$ cat src/rtl/axi_err_slv_burst.sv
// AXI4 terminating slave for unmapped crossbar ports: every burst completes with RESP, never hangs.
// Optional first-error capture and error counting are enabled by defining ERR_SLV_CAPTURE_EN.
module axi_err_slv_burst #(
   parameter int                 ID_W      = 4,
   parameter int                 ADDR_W    = 32,
   parameter int                 DATA_W    = 32,
   parameter int                 WR_DEPTH  = 4,
   parameter logic [1:0]         RESP      = 2'b11,
   parameter logic [DATA_W-1:0]  RDATA_PAT = DATA_W'(32'hBADCAB1E)
) (
   input  logic              aclk,
   input  logic              areset,
   input  logic [ID_W-1:0]   awid,
   input  logic [ADDR_W-1:0] awaddr,
   input  logic              awvalid,
   output logic              awready,
   input  logic              wlast,
   input  logic              wvalid,
   output logic              wready,
   output logic [ID_W-1:0]   bid,
   output logic [1:0]        bresp,
   output logic              bvalid,
   input  logic              bready,
   input  logic [ID_W-1:0]   arid,
   input  logic [ADDR_W-1:0] araddr,
   input  logic [7:0]        arlen,
   input  logic              arvalid,
   output logic              arready,
   output logic [ID_W-1:0]   rid,
   output logic [DATA_W-1:0] rdata,
   output logic [1:0]        rresp,
   output logic              rlast,
   output logic              rvalid,
   input  logic              rready,
   input  logic              err_clr,
   output logic [15:0]       err_cnt,
   output logic [ADDR_W-1:0] err_addr
);

   localparam int PTR_W = $clog2(WR_DEPTH);

   typedef enum logic {RD_IDLE, RD_BURST} rd_state_t;

   logic              init_q;
   logic [ID_W-1:0]   id_mem_q [WR_DEPTH];
   logic [PTR_W:0]    wr_ptr_q, rd_ptr_q;
   logic              b_pend_q;
   logic              fifo_empty, fifo_full;
   logic              aw_hs, w_last_hs, b_hs, ar_hs, r_hs, r_last_hs;

   rd_state_t         rd_state_q;
   logic              arready_q, rvalid_q, rlast_q;
   logic [ID_W-1:0]   rid_q;
   logic [7:0]        cnt_q;

   // Holds every ready low for the first cycle out of reset.
   always_ff @(posedge aclk) begin
      if (areset) init_q <= 1'b0;
      else        init_q <= 1'b1;
   end

   assign fifo_empty = (wr_ptr_q == rd_ptr_q);
   assign fifo_full  = (wr_ptr_q[PTR_W] != rd_ptr_q[PTR_W]) &&
                       (wr_ptr_q[PTR_W-1:0] == rd_ptr_q[PTR_W-1:0]);

   assign awready   = init_q && !fifo_full;
   assign wready    = init_q && !fifo_empty && !b_pend_q;
   assign aw_hs     = awvalid && awready;
   assign w_last_hs = wvalid && wready && wlast;
   assign b_hs      = b_pend_q && bready;

   assign bvalid = b_pend_q;
   assign bid    = id_mem_q[rd_ptr_q[PTR_W-1:0]];
   assign bresp  = RESP;

   always_ff @(posedge aclk) begin
      if (aw_hs) id_mem_q[wr_ptr_q[PTR_W-1:0]] <= awid;
   end

   always_ff @(posedge aclk) begin
      if (areset) begin
         wr_ptr_q <= '0;
         rd_ptr_q <= '0;
         b_pend_q <= 1'b0;
      end else begin
         if (aw_hs) wr_ptr_q <= wr_ptr_q + 1'b1;
         if (w_last_hs) begin
            b_pend_q <= 1'b1;
         end else if (b_hs) begin
            b_pend_q <= 1'b0;
            rd_ptr_q <= rd_ptr_q + 1'b1;
         end
      end
   end

   assign arready   = arready_q;
   assign rvalid    = rvalid_q;
   assign rlast     = rlast_q;
   assign rid       = rid_q;
   assign rdata     = RDATA_PAT;
   assign rresp     = RESP;
   assign ar_hs     = arvalid && arready_q;
   assign r_hs      = rvalid_q && rready;
   assign r_last_hs = r_hs && rlast_q;

   // cnt_q counts remaining beats after the current one; rlast is pre-computed one beat ahead.
   always_ff @(posedge aclk) begin
      if (areset) begin
         rd_state_q <= RD_IDLE;
         arready_q  <= 1'b0;
         rvalid_q   <= 1'b0;
         rlast_q    <= 1'b0;
         rid_q      <= '0;
         cnt_q      <= '0;
      end else begin
         case (rd_state_q)
            RD_IDLE: begin
               arready_q <= 1'b1;
               if (ar_hs) begin
                  rd_state_q <= RD_BURST;
                  arready_q  <= 1'b0;
                  rid_q      <= arid;
                  cnt_q      <= arlen;
                  rvalid_q   <= 1'b1;
                  rlast_q    <= (arlen == 8'd0);
               end
            end
            RD_BURST: begin
               if (r_hs) begin
                  if (rlast_q) begin
                     rd_state_q <= RD_IDLE;
                     rvalid_q   <= 1'b0;
                     rlast_q    <= 1'b0;
                     arready_q  <= 1'b1;
                  end else begin
                     cnt_q   <= cnt_q - 8'd1;
                     rlast_q <= (cnt_q == 8'd1);
                  end
               end
            end
            default: rd_state_q <= RD_IDLE;
         endcase
      end
   end

`ifdef ERR_SLV_CAPTURE_EN
   logic [15:0]       err_cnt_q, err_cnt_d;
   logic [ADDR_W-1:0] err_addr_q, err_addr_d;
   logic              armed_q, armed_d;
   logic [1:0]        inc;
   logic [16:0]       sum;

   always_comb begin
      inc        = {1'b0, b_hs} + {1'b0, r_last_hs};
      sum        = {1'b0, err_cnt_q} + {15'd0, inc};
      err_cnt_d  = sum[16] ? 16'hFFFF : sum[15:0];
      err_addr_d = err_addr_q;
      armed_d    = armed_q;
      if (armed_q) begin
         if (ar_hs) begin
            err_addr_d = araddr;
            armed_d    = 1'b0;
         end else if (aw_hs) begin
            err_addr_d = awaddr;
            armed_d    = 1'b0;
         end
      end
      if (err_clr) begin
         err_cnt_d  = '0;
         err_addr_d = '0;
         armed_d    = 1'b1;
      end
   end

   always_ff @(posedge aclk) begin
      if (areset) begin
         err_cnt_q  <= '0;
         err_addr_q <= '0;
         armed_q    <= 1'b1;
      end else begin
         err_cnt_q  <= err_cnt_d;
         err_addr_q <= err_addr_d;
         armed_q    <= armed_d;
      end
   end

   assign err_cnt  = err_cnt_q;
   assign err_addr = err_addr_q;
`else
   logic unused_cap;
   assign unused_cap = ^{1'b0, err_clr, awaddr, araddr};
   assign err_cnt    = '0;
   assign err_addr   = '0;
`endif

endmodule

$ cat config.mk
export PLATFORM = sky130hd
export DESIGN_NAME = axi_err_slv_burst
export DESIGN_NICKNAME = d
export VERILOG_FILES = /design/src/rtl/axi_err_slv_burst.sv
export SDC_FILE = /design/constraint.sdc
export NUM_CORES = 1
export LEC_CHECK = 0
export ABC_CLOCK_PERIOD_IN_PS = 1600
export CORE_MARGIN = 4
export CORE_UTILIZATION = 35
export DETAILED_ROUTE_END_ITERATION = 8
export GPL_TIMING_DRIVEN = 0
export PLACE_DENSITY = 0.8
export SYNTH_ARGS = -nofsm -noshare
export SYNTH_HDL_FRONTEND = slang
export SYNTH_SLANG_ARGS = --single-unit
export TNS_END_PERCENT = 20
$ cat constraint.sdc
create_clock -name aclk -period 1.6 [get_ports aclk]
set_input_delay 0.24 -clock aclk [delete_from_list [all_inputs] [get_ports aclk]]
set_output_delay 0.24 -clock aclk [all_outputs]
set_load 0.005 [all_outputs]
==> flow_metrics.tcl, run 1 <==
set metrics [dict create \
    slew_headroom 0.634 \
    total_leakage_power_nw 1.59 \
    slowest_delay_ns 0.47 \
    worstPathRequired_ns 1.36 \
    die_w_um 93.7 \
    firstDrtPassIters 4 \
    setup.worst_path.start_class "flop" \
    cts_htree_levels 2 \
    yosysUniqueCellTypes 43 \
    grt_pass1_wl_um 8200 \
    dr.first_iter.drc_count 70 \
    part_of_the_yosys_area_used_for_sequential_elements 0.390 \
    cp_slowest_cell "sky130_fd_sc_hd__mux4_2" \
    most_frequent_standard_cell_in_the_layout_excluding_fill_and_tap_cells "sky130_fd_sc_hd__buf_4" \
    critical_path_depth 3 \
    sum_of_routed_wire_length_over_all_layers_um 5320 \
    synthesis.yosys.warnings 0 \
    report.final.slew_viol_count 0 \
    postLayoutCellArea_um2 3500 \
    worstPathCellList "buf_6 > mux4_2 > buf_2" \
    timing.fmax_mhz 615 \
    fin_crit_sh 1.02 \
    synth_seq_cells 42 \
    die_area_um2 8770 \
    grt_setup_unrepaired "true" \
    fin_util 0.505 \
    drv_cap 0 \
    ir_drop_uv 377 \
    cp_top_family "multiplexers" \
    endpoint_with_the_worst_hold_slack "rid[1]" \
    first_global_vias 1796 \
    power_density_nw_per_um2 684 \
    layout_setup_ws_ns -0.0264 \
    ios 187 \
    clock_skew_ns 0.00369 \
    area_growth_syn_to_layout_pct 36.5 \
    tritoncts "done" \
    core_area_um2 6940 \
    fraction_of_layout_cells_with_a_size_suffix_above_1 0.325 \
    worst_setup_hold_path_clk_slew_ns 0.08 \
    routed_wire_length_per_instance_um 10.9 \
    initial_antenna_violation_count 0 \
    reg2reg_from "wr_ptr_q[2]" \
    antenna_violating_nets_post_route 0 \
    regToRegEndpoint "id_mem_q[0][2]" \
    insertion_delay_ns 0.29 \
    whs_path_depth 2 \
    dp_slack_ns -0.153 \
    groute.usage.overall 0.115 \
    number_of_placement_rows 30 \
    syn_area_per_cell_um2 9.65 \
    worst-setup-path-type "flop to output pin" \
    finalCriticalPeriod_ns 1.63 \
    hp-start "rid[1]" \
    cts-hold-fix-buffers 0 \
    hold_viol_final 0 \
    worst-endpoint-arrival_ns 1.39 \
    fin_nets 489 \
    synth.cell_area_um2 2570 \
    rrSetupSlack_ns 0.12 \
    setup_viol_count_final 2 \
    gp_congestion 0.846 \
    timing.critical_path.buf_inv 2 \
    die_y_um 93.7 \
    synthCells 266 \
    insertedDiodeCount 0 \
    rr_worst_depth 3 \
    dpl.hpwl_um 4240 \
    cts_buffers 5 \
    failed_checks "setup timing" \
    outcome "finished with violations" \
    critPathMaxFanout 3 \
    via_count 1914 \
    numPortBuffers 37 \
    hp_class "flop to flop" \
    worst_slew_pin_slew_ns 0.549 \
    initial_utilization 0.370 \
    placement.cell_area_um2 3370 \
    grt-ovfl-total 0 \
    setup.worst_path.end_class "output pin" \
    mostFrequentLayoutCells "85 x sky130_fd_sc_hd__buf_4, 84 x sky130_fd_sc_hd__conb_1, 31 x sky130_fd_sc_hd__clkdlybuf4s50_1, 22 x sky130_fd_sc_hd__nand2_1, 18 x sky130_fd_sc_hd__dfxtp_1" \
    remaining_drc_errors 0 \
    vias_per_cell 3.91 \
    ctsLongestPathBuffers 2 \
    grt_max_degree 15 \
    tritoncts_num_sinks 42 \
    cts_root_buf "sky130_fd_sc_hd__clkbuf_8" \
]
-- sequential cells by signal (all words and copies together) (netlist names), 3 cells and up, named ones only --
register	cells
cnt_q	8
id_mem_q	16
rd_ptr_q	3
rid	4
wr_ptr_q	3
-- metrics by stage --
stage | setup TNS (ns) | hold WS (ns) | std cells | total power [mW]
final | -0.0513 | 0.463 | 490 | 2.40
after global routing | -0.249 | 0.487 | 490 | 2.52
after CTS | -0.162 | 0.468 | 490 | 2.40
after detailed placement | -2.48 | 0.456 | 481 | 1.73
after global placement | -1.68 | 0.442 | 481 | 1.72
after floorplan | 0 | 0.316 | 348 | 1.57
-- power breakdown --
group          leakage (nW)  internal (mW)  switching, mW
logic                  1.19          0.298          0.233
registers             0.362           1.15         0.0415
clock network        0.0441          0.306          0.367
total                  1.59           1.75          0.641
-- per-layer routing --
metal	up-vias	track usage	part of all wire
met5	-	0	0
met4	0	0.0229	0.010
met3	6	0.0296	0.077
met2	87	0.207	0.51
met1	832	0.138	0.40
li1	989	-	-
-- cell families after synthesis --
family,count (synthesis),share of synthesized area
AOI/OAI and AO/OA,36,0.0965
xor gates and xnor gates,8,0.0273
adders and majority gates,7,0.0341
buffers and inverters,96,0.268
DFF,42,0.390
muxes,5,0.0390
other,2,0.00293
and+or+nand+nor,70,0.142
-- area by class of cell --
cell class	count	area (µm²)
plain buffers	89	662
clock buffers	5	68.8
clock inverters	3	21.3
fillers	647	3440
inverters	7	26.3
multi-input cells	210	1230
flip-flops and latches	42	1020
well taps	96	120
repair buffers	38	355
-- synth_stat cells, drive strengths merged --
master   instances  share of area
buf             87           0.25
dfxtp           26           0.20
nand2           22          0.032
a21oi           16          0.031
edfxtp          16           0.19
nor2            15          0.025
nand3           13          0.025
ha               7          0.034
inv              7          0.010
a31oi            6          0.019
nor3             5          0.012
xnor2            5          0.017
mux4             4          0.035
o21ai            4         0.0093
and2             3         0.0073
and3             3         0.0078
xor2             3          0.010
a311oi           2         0.0093
clkbuf           2         0.0029
conb             2         0.0029
nand2b           2         0.0049
o211ai           2         0.0058
o21a             2         0.0058
a2111oi          1         0.0058
and2b            1         0.0029
and3b            1         0.0034
and4b            1         0.0054
mux2i            1         0.0039
nand3b           1         0.0078
nor3b            1         0.0029
nor4             1         0.0024
o31a             1         0.0034
o31ai            1         0.0029
o32ai            1         0.0034
or3b             1         0.0034
-- timing repair --
| action | CTS | global route |
|---|---|---|
| resized for setup | 27 | 9 |
| endpoints found under the setup margin | 6 | 8 |
| pin swaps | 2 | 3 |
| buffers inserted | 1 | 0 |
-- worst max path at each step --
stage / start / endpoint
floorplan: wr_ptr_q[0] / id_mem_q[0][0]
global placement: awvalid / id_mem_q[0][0]
detailed placement: awvalid / id_mem_q[0][0]
CTS: flop / bid[2]
global route: flop / bid[1]
finish: flop / bid[2]
-- worst min-delay path, cell delays in order, from the launching register on --
cell,delay [ns]
sky130_fd_sc_hd__dfxtp_1,0.32
sky130_fd_sc_hd__nand2_1,0.05
sky130_fd_sc_hd__a21oi_1,0.05
(Power assumes the default switching activity.)
==> run 2, diff against run 1 <==
ABC_CLOCK_PERIOD_IN_PS = unset   (was 1600)
CORE_UTILIZATION = 36   (was 35)
CTS_BUF_LIST = sky130_fd_sc_hd__clkbuf_2   (was unset)
PLACE_DENSITY = 0.82   (was 0.8)
==> flow_metrics.tcl, run 2 (same netlist as run 1, synthesis figures left out) <==
set metrics [dict create \
    sw_frac 0.288 \
    routed_wire_length_per_instance_um 10.6 \
    rr_worst_depth 4 \
    setup_viol_count_final 5 \
    cts-hold-fix-buffers 0 \
    sequentialPowerShare 0.539 \
    number_of_placement_rows 30 \
    die_w_um 92.5 \
    setup.worst_path.start_class "flop" \
    critPathMaxFanout 3 \
    antenna_violating_nets_post_route 0 \
    ir_drop_uv 441 \
    tritoncts "done" \
    first_global_vias 1842 \
    die_y_um 92.5 \
    tritoncts_num_sinks 42 \
    fin_crit_sh 1.10 \
    largest_register_ffs 16 \
    cts_htree_levels 2 \
    drv_cap 0 \
    area_growth_syn_to_layout_pct 39.8 \
    fraction_of_layout_cells_with_a_size_suffix_above_1 0.355 \
    insertedDiodeCount 0 \
    power_density_nw_per_um2 611 \
    worst_slew_pin_slew_ns 0.510 \
    hp_class "input port to flop" \
    cell_internal_pwr_mw 1.56 \
    insertion_delay_ns 0.40 \
    worst-setup-path-type "flop to output pin" \
    power_switching_mw 0.632 \
    finalCriticalPeriod_ns 1.76 \
    gp_congestion 0.822 \
    grt_max_degree 15 \
    endpoint_with_the_worst_hold_slack "rid[3]" \
    most_frequent_standard_cell_in_the_layout_excluding_fill_and_tap_cells "sky130_fd_sc_hd__buf_4" \
    core_area_um2 6870 \
    cts_root_buf "sky130_fd_sc_hd__clkbuf_2" \
    rrSetupSlack_ns 0.07 \
    worst-endpoint-arrival_ns 1.52 \
    groute.usage.overall 0.123 \
    share_clk_of_total_power 0.212 \
    ios 187 \
    reg2reg_from "wr_ptr_q[1]" \
    worstPathRequired_ns 1.36 \
    outcome "finished with violations" \
    worst_setup_hold_path_clk_slew_ns 0.21 \
    fin_total_pwr_mw 2.19 \
    hp-start "arid[3]" \
    via_count 1938 \
    grt_setup_unrepaired "true" \
    setup_total_negative_slack_ns -0.757 \
    initial_antenna_violation_count 0 \
    combinational_power_share 0.249 \
    timing.fmax_mhz 567 \
    failed_checks "setup timing" \
    total_leakage_power_nw 1.69 \
    slew_headroom 0.660 \
    die_area_um2 8550 \
    grt_pass1_wl_um 8580 \
    fin_nets 498 \
    sum_of_routed_wire_length_over_all_layers_um 5300 \
    dr.first_iter.drc_count 87 \
    regToRegEndpoint "id_mem_q[0][2]" \
    layout_setup_ws_ns -0.164 \
    vias_per_cell 3.88 \
    ctsLongestPathBuffers 2 \
    grt-ovfl-total 0 \
    cts_buffers 5 \
    dpl.hpwl_um 4110 \
    clock_skew_ns 0.00713 \
    hold_viol_final 0 \
    whs_path_depth 3 \
    initial_utilization 0.374 \
    remaining_drc_errors 0 \
    numPortBuffers 37 \
    mostFrequentLayoutCells "92 x sky130_fd_sc_hd__buf_4, 84 x sky130_fd_sc_hd__conb_1, 27 x sky130_fd_sc_hd__clkdlybuf4s50_1, 22 x sky130_fd_sc_hd__nand2_1" \
    setup.worst_path.end_class "output pin" \
    firstDrtPassIters 4 \
    report.final.slew_viol_count 0 \
]
-- run 2: changes by cell type in the layout (fill, tap and decap cells not counted), sizes merged --
cell	before	now
clkdlybuf4s50	31	27
clkbuf	9	7
dlygate4sd2	1	0
dlymetal6s2s	0	4
buf	91	103
-- run 2: layer usage --
metal  GRT usage  share of wire  vias up
li1            -              -     1011
met1       0.140           0.39      846
met2       0.230           0.53       78
met3      0.0333          0.083        3
met4      0.0260         0.0036        0
met5           0              0        -
-- run 2: how the worst max path moves through the flow --
stage	slack, ns	to
5_1_grt	-0.26	bid[3]
3_3_place_gp	-0.09	wready
6_report	-0.16	bid[2]
4_1_cts	-0.19	bid[3]
3_5_place_dp	-0.14	wready
2_1_floorplan	0.21	id_mem_q[0][0]
-- run 2: repair_timing --
action | CTS | global route
endpoints found under the hold margin | 0 | 0
gates resized for setup | 52 | 9
setup buffers | 10 | 0
pin swaps | 4 | 0
endpoints found under the setup margin | 22 | 23
cloned | 0 | 0
-- run 2: stage by stage --
| step | cell area [µm²] | hold slack [ns] | cells | setup slack [ns] | util |
|---|---|---|---|---|---|
| 4_1_cts | 3570 | 0.340 | 499 | -0.191 | 0.520 |
| 5_1_grt | 3590 | 0.353 | 499 | -0.261 | 0.522 |
| 2_1_floorplan | 2880 | 0.316 | 348 | 0.209 | - |
| 6_report | 3590 | 0.346 | 499 | -0.164 | 0.522 |
| 3_3_place_gp | 3370 | 0.444 | 481 | -0.0909 | 0.490 |
| 3_5_place_dp | 3370 | 0.456 | 481 | -0.138 | 0.490 |
-- run 2: power groups by stage --
stage / clock network [mW] / logic (mW) / registers [mW]
floorplan: 0 / 0.364 / 1.21
global placement: 0 / 0.505 / 1.21
detailed placement: 0 / 0.513 / 1.21
CTS: 0.475 / 0.535 / 1.18
global route: 0.525 / 0.607 / 1.19
finish: 0.465 / 0.546 / 1.18
-- run 2: critical path, cell delays in order (launching register included) --
cell and delay, ns:
sky130_fd_sc_hd__dfxtp_4 0.42, sky130_fd_sc_hd__buf_12 0.10, sky130_fd_sc_hd__mux4_2 0.47, sky130_fd_sc_hd__buf_2 0.14
-- run 2: layout make-up --
type,count,area (µm²)
multi-input combinational,210,1250
fill,623,3280
inverter,7,26.3
sequential,42,1040
clock inverter,3,21.3
timing repair buffer,47,445
clock buffer,5,25.0
tap,96,120
buffer,89,662
==> run 3, diff against run 2 <==
CTS_CLUSTER_DIAMETER = 200   (was unset)
RECOVER_POWER = 25   (was unset)
==> flow_metrics.tcl, run 3 (same netlist as run 1, synthesis figures left out) <==
set metrics [dict create \
    outcome "finished with violations" \
    failed_checks "setup timing" \
    reg2reg_from "wr_ptr_q[1]" \
    slowest_delay_ns 0.47 \
    die_w_um 92.5 \
    report.final.slew_viol_count 0 \
    n_fill_cell 623 \
    grt_max_degree 15 \
    grt_setup_unrepaired "true" \
    sum_of_routed_wire_length_over_all_layers_um 5300 \
    hp_class "input port to flop" \
    insertedDiodeCount 0 \
    endpoint_with_the_worst_hold_slack "rid[3]" \
    cts_htree_levels 2 \
    dpl.hpwl_um 4110 \
    fraction_of_layout_cells_with_a_size_suffix_above_1 0.355 \
    cts_buffers 5 \
    ir_drop_uv 441 \
    dr.first_iter.drc_count 87 \
    worst-setup-path-type "flop to output pin" \
    vias_per_cell 3.89 \
    largest_register_ffs 16 \
    whs_path_depth 3 \
    power_density_nw_per_um2 610 \
    initial_utilization 0.374 \
    worst-endpoint-arrival_ns 1.52 \
    cp_slowest_cell "sky130_fd_sc_hd__mux4_2" \
    insertion_delay_ns 0.40 \
    cp_top_family "multiplexers" \
    worst_slew_pin_slew_ns 0.510 \
    antenna_violating_nets_post_route 0 \
    first_global_vias 1842 \
    fin_nets 498 \
    timing.critical_path.buf_inv 2 \
    layout_setup_ws_ns -0.164 \
    setup_viol_count_final 5 \
    setup.worst_path.end_class "output pin" \
    regToRegEndpoint "id_mem_q[0][2]" \
    fin_cells 499 \
    clock_skew_ns 0.00713 \
    groute.usage.overall 0.123 \
    initial_antenna_violation_count 0 \
    core_area_um2 6870 \
    cts_root_buf "sky130_fd_sc_hd__clkbuf_2" \
    ios 187 \
    gp_congestion 0.822 \
    tritoncts "done" \
    remaining_drc_errors 0 \
    mostFrequentLayoutCells "92 x sky130_fd_sc_hd__buf_4, 84 x sky130_fd_sc_hd__conb_1, 23 x sky130_fd_sc_hd__clkdlybuf4s50_1, 22 x sky130_fd_sc_hd__nand2_1" \
    firstDrtPassIters 4 \
    tritoncts_num_sinks 42 \
    setup.worst_path.start_class "flop" \
    numPortBuffers 37 \
    hold-worst-slack_ns 0.347 \
    hp-start "arid[3]" \
    slew_headroom 0.660 \
    drv_cap 0 \
    area_growth_syn_to_layout_pct 39.8 \
    most_frequent_standard_cell_in_the_layout_excluding_fill_and_tap_cells "sky130_fd_sc_hd__buf_4" \
    critPathMaxFanout 3 \
    worst_setup_hold_path_clk_slew_ns 0.21 \
    grt_pass1_wl_um 8580 \
    routed_wire_length_per_instance_um 10.6 \
    worstPathRequired_ns 1.36 \
    timing.fmax_mhz 567 \
    rr_worst_depth 4 \
    via_count 1939 \
    placed_cells_incl_taps 481 \
    fin_crit_sh 1.10 \
    hold_viol_final 0 \
    die_y_um 92.5 \
    number_of_placement_rows 30 \
    rrSetupSlack_ns 0.07 \
    die_area_um2 8550 \
    total_leakage_power_nw 1.69 \
    grt-ovfl-total 0 \
    finalCriticalPeriod_ns 1.76 \
    ctsLongestPathBuffers 2 \
    worstPathCellList "buf_12 > mux4_2 > buf_2" \
]
run 3: cell count changes in the layout (fill, tap and decap cells not counted), sizes merged:
| cell | delta |
|---|---|
| clkdlybuf4s50 | -4 |
| dlygate4sd3 | +4 |
run 3: power by group:
group	total [mW]	switching [mW]	leakage (nW)	internal [mW]
logic	0.544	0.236	1.30	0.309
registers	1.18	0.0390	0.366	1.14
clock network	0.465	0.357	0.0289	0.107
total	2.19	0.632	1.69	1.56
run 3: stage by stage:
stage | util | total power, mW | setup TNS [ns] | area [µm²] | worst slack, ns
detailed placement | 0.490 | 1.73 | -2.08 | 3370 | -0.138
global placement | 0.490 | 1.72 | -1.33 | 3370 | -0.0909
finish | 0.522 | 2.19 | -0.755 | 3590 | -0.164
floorplan | - | 1.57 | 0 | 2880 | 0.209
global route | 0.522 | 2.32 | -1.28 | 3590 | -0.261
CTS | 0.520 | 2.19 | -0.870 | 3570 | -0.191
run 3: worst min-delay path, stage by stage:
cell and delay, ns:
sky130_fd_sc_hd__clkdlybuf4s50_1 0.39, sky130_fd_sc_hd__nand2_1 0.06, sky130_fd_sc_hd__a21oi_1 0.05
run 3: what timing repair did:
item / CTS / global route
hold buffers: 0 / 0
setup buffers: 10 / 0
pin swaps: 4 / 0
endpoints found under the setup margin: 22 / 23
resized for setup: 52 / 9
run 3: final cells by class:
| type | count | area (µm²) | area share |
|---|---|---|---|
| inverters | 7 | 26.3 | 0.00732 |
| well taps | 96 | 120 | 0.0335 |
| flip-flops and latches | 42 | 1040 | 0.290 |
| repair buffers | 47 | 445 | 0.124 |
| clock inverters | 3 | 21.3 | 0.00593 |
| multi-input cells | 210 | 1250 | 0.347 |
| clock buffers | 5 | 25.0 | 0.00697 |
| plain buffers | 89 | 662 | 0.184 |
run 3: how the worst max path moves through the flow:
stage / startpoint / end / slack [ns] / cells after the start
final: flop / bid[2] / -0.16 / 3
after global routing: flop / bid[3] / -0.26 / 3
after CTS: flop / bid[3] / -0.19 / 3
after detailed placement: wr_ptr_q[1] / wready / -0.14 / 3
after global placement: wr_ptr_q[0] / wready / -0.09 / 3
after floorplan: wr_ptr_q[0] / id_mem_q[0][0] / 0.21 / 3
run 3: per-layer routing:
| metal | global-route usage | vias to the layer above | part of all wire |
|---|---|---|---|
| met1 | 0.140 | 845 | 0.39 |
| li1 | - | 1011 | - |
| met2 | 0.230 | 80 | 0.53 |
| met5 | 0 | - | 0 |
| met4 | 0.0260 | 0 | 0.0036 |
| met3 | 0.0333 | 3 | 0.084 |
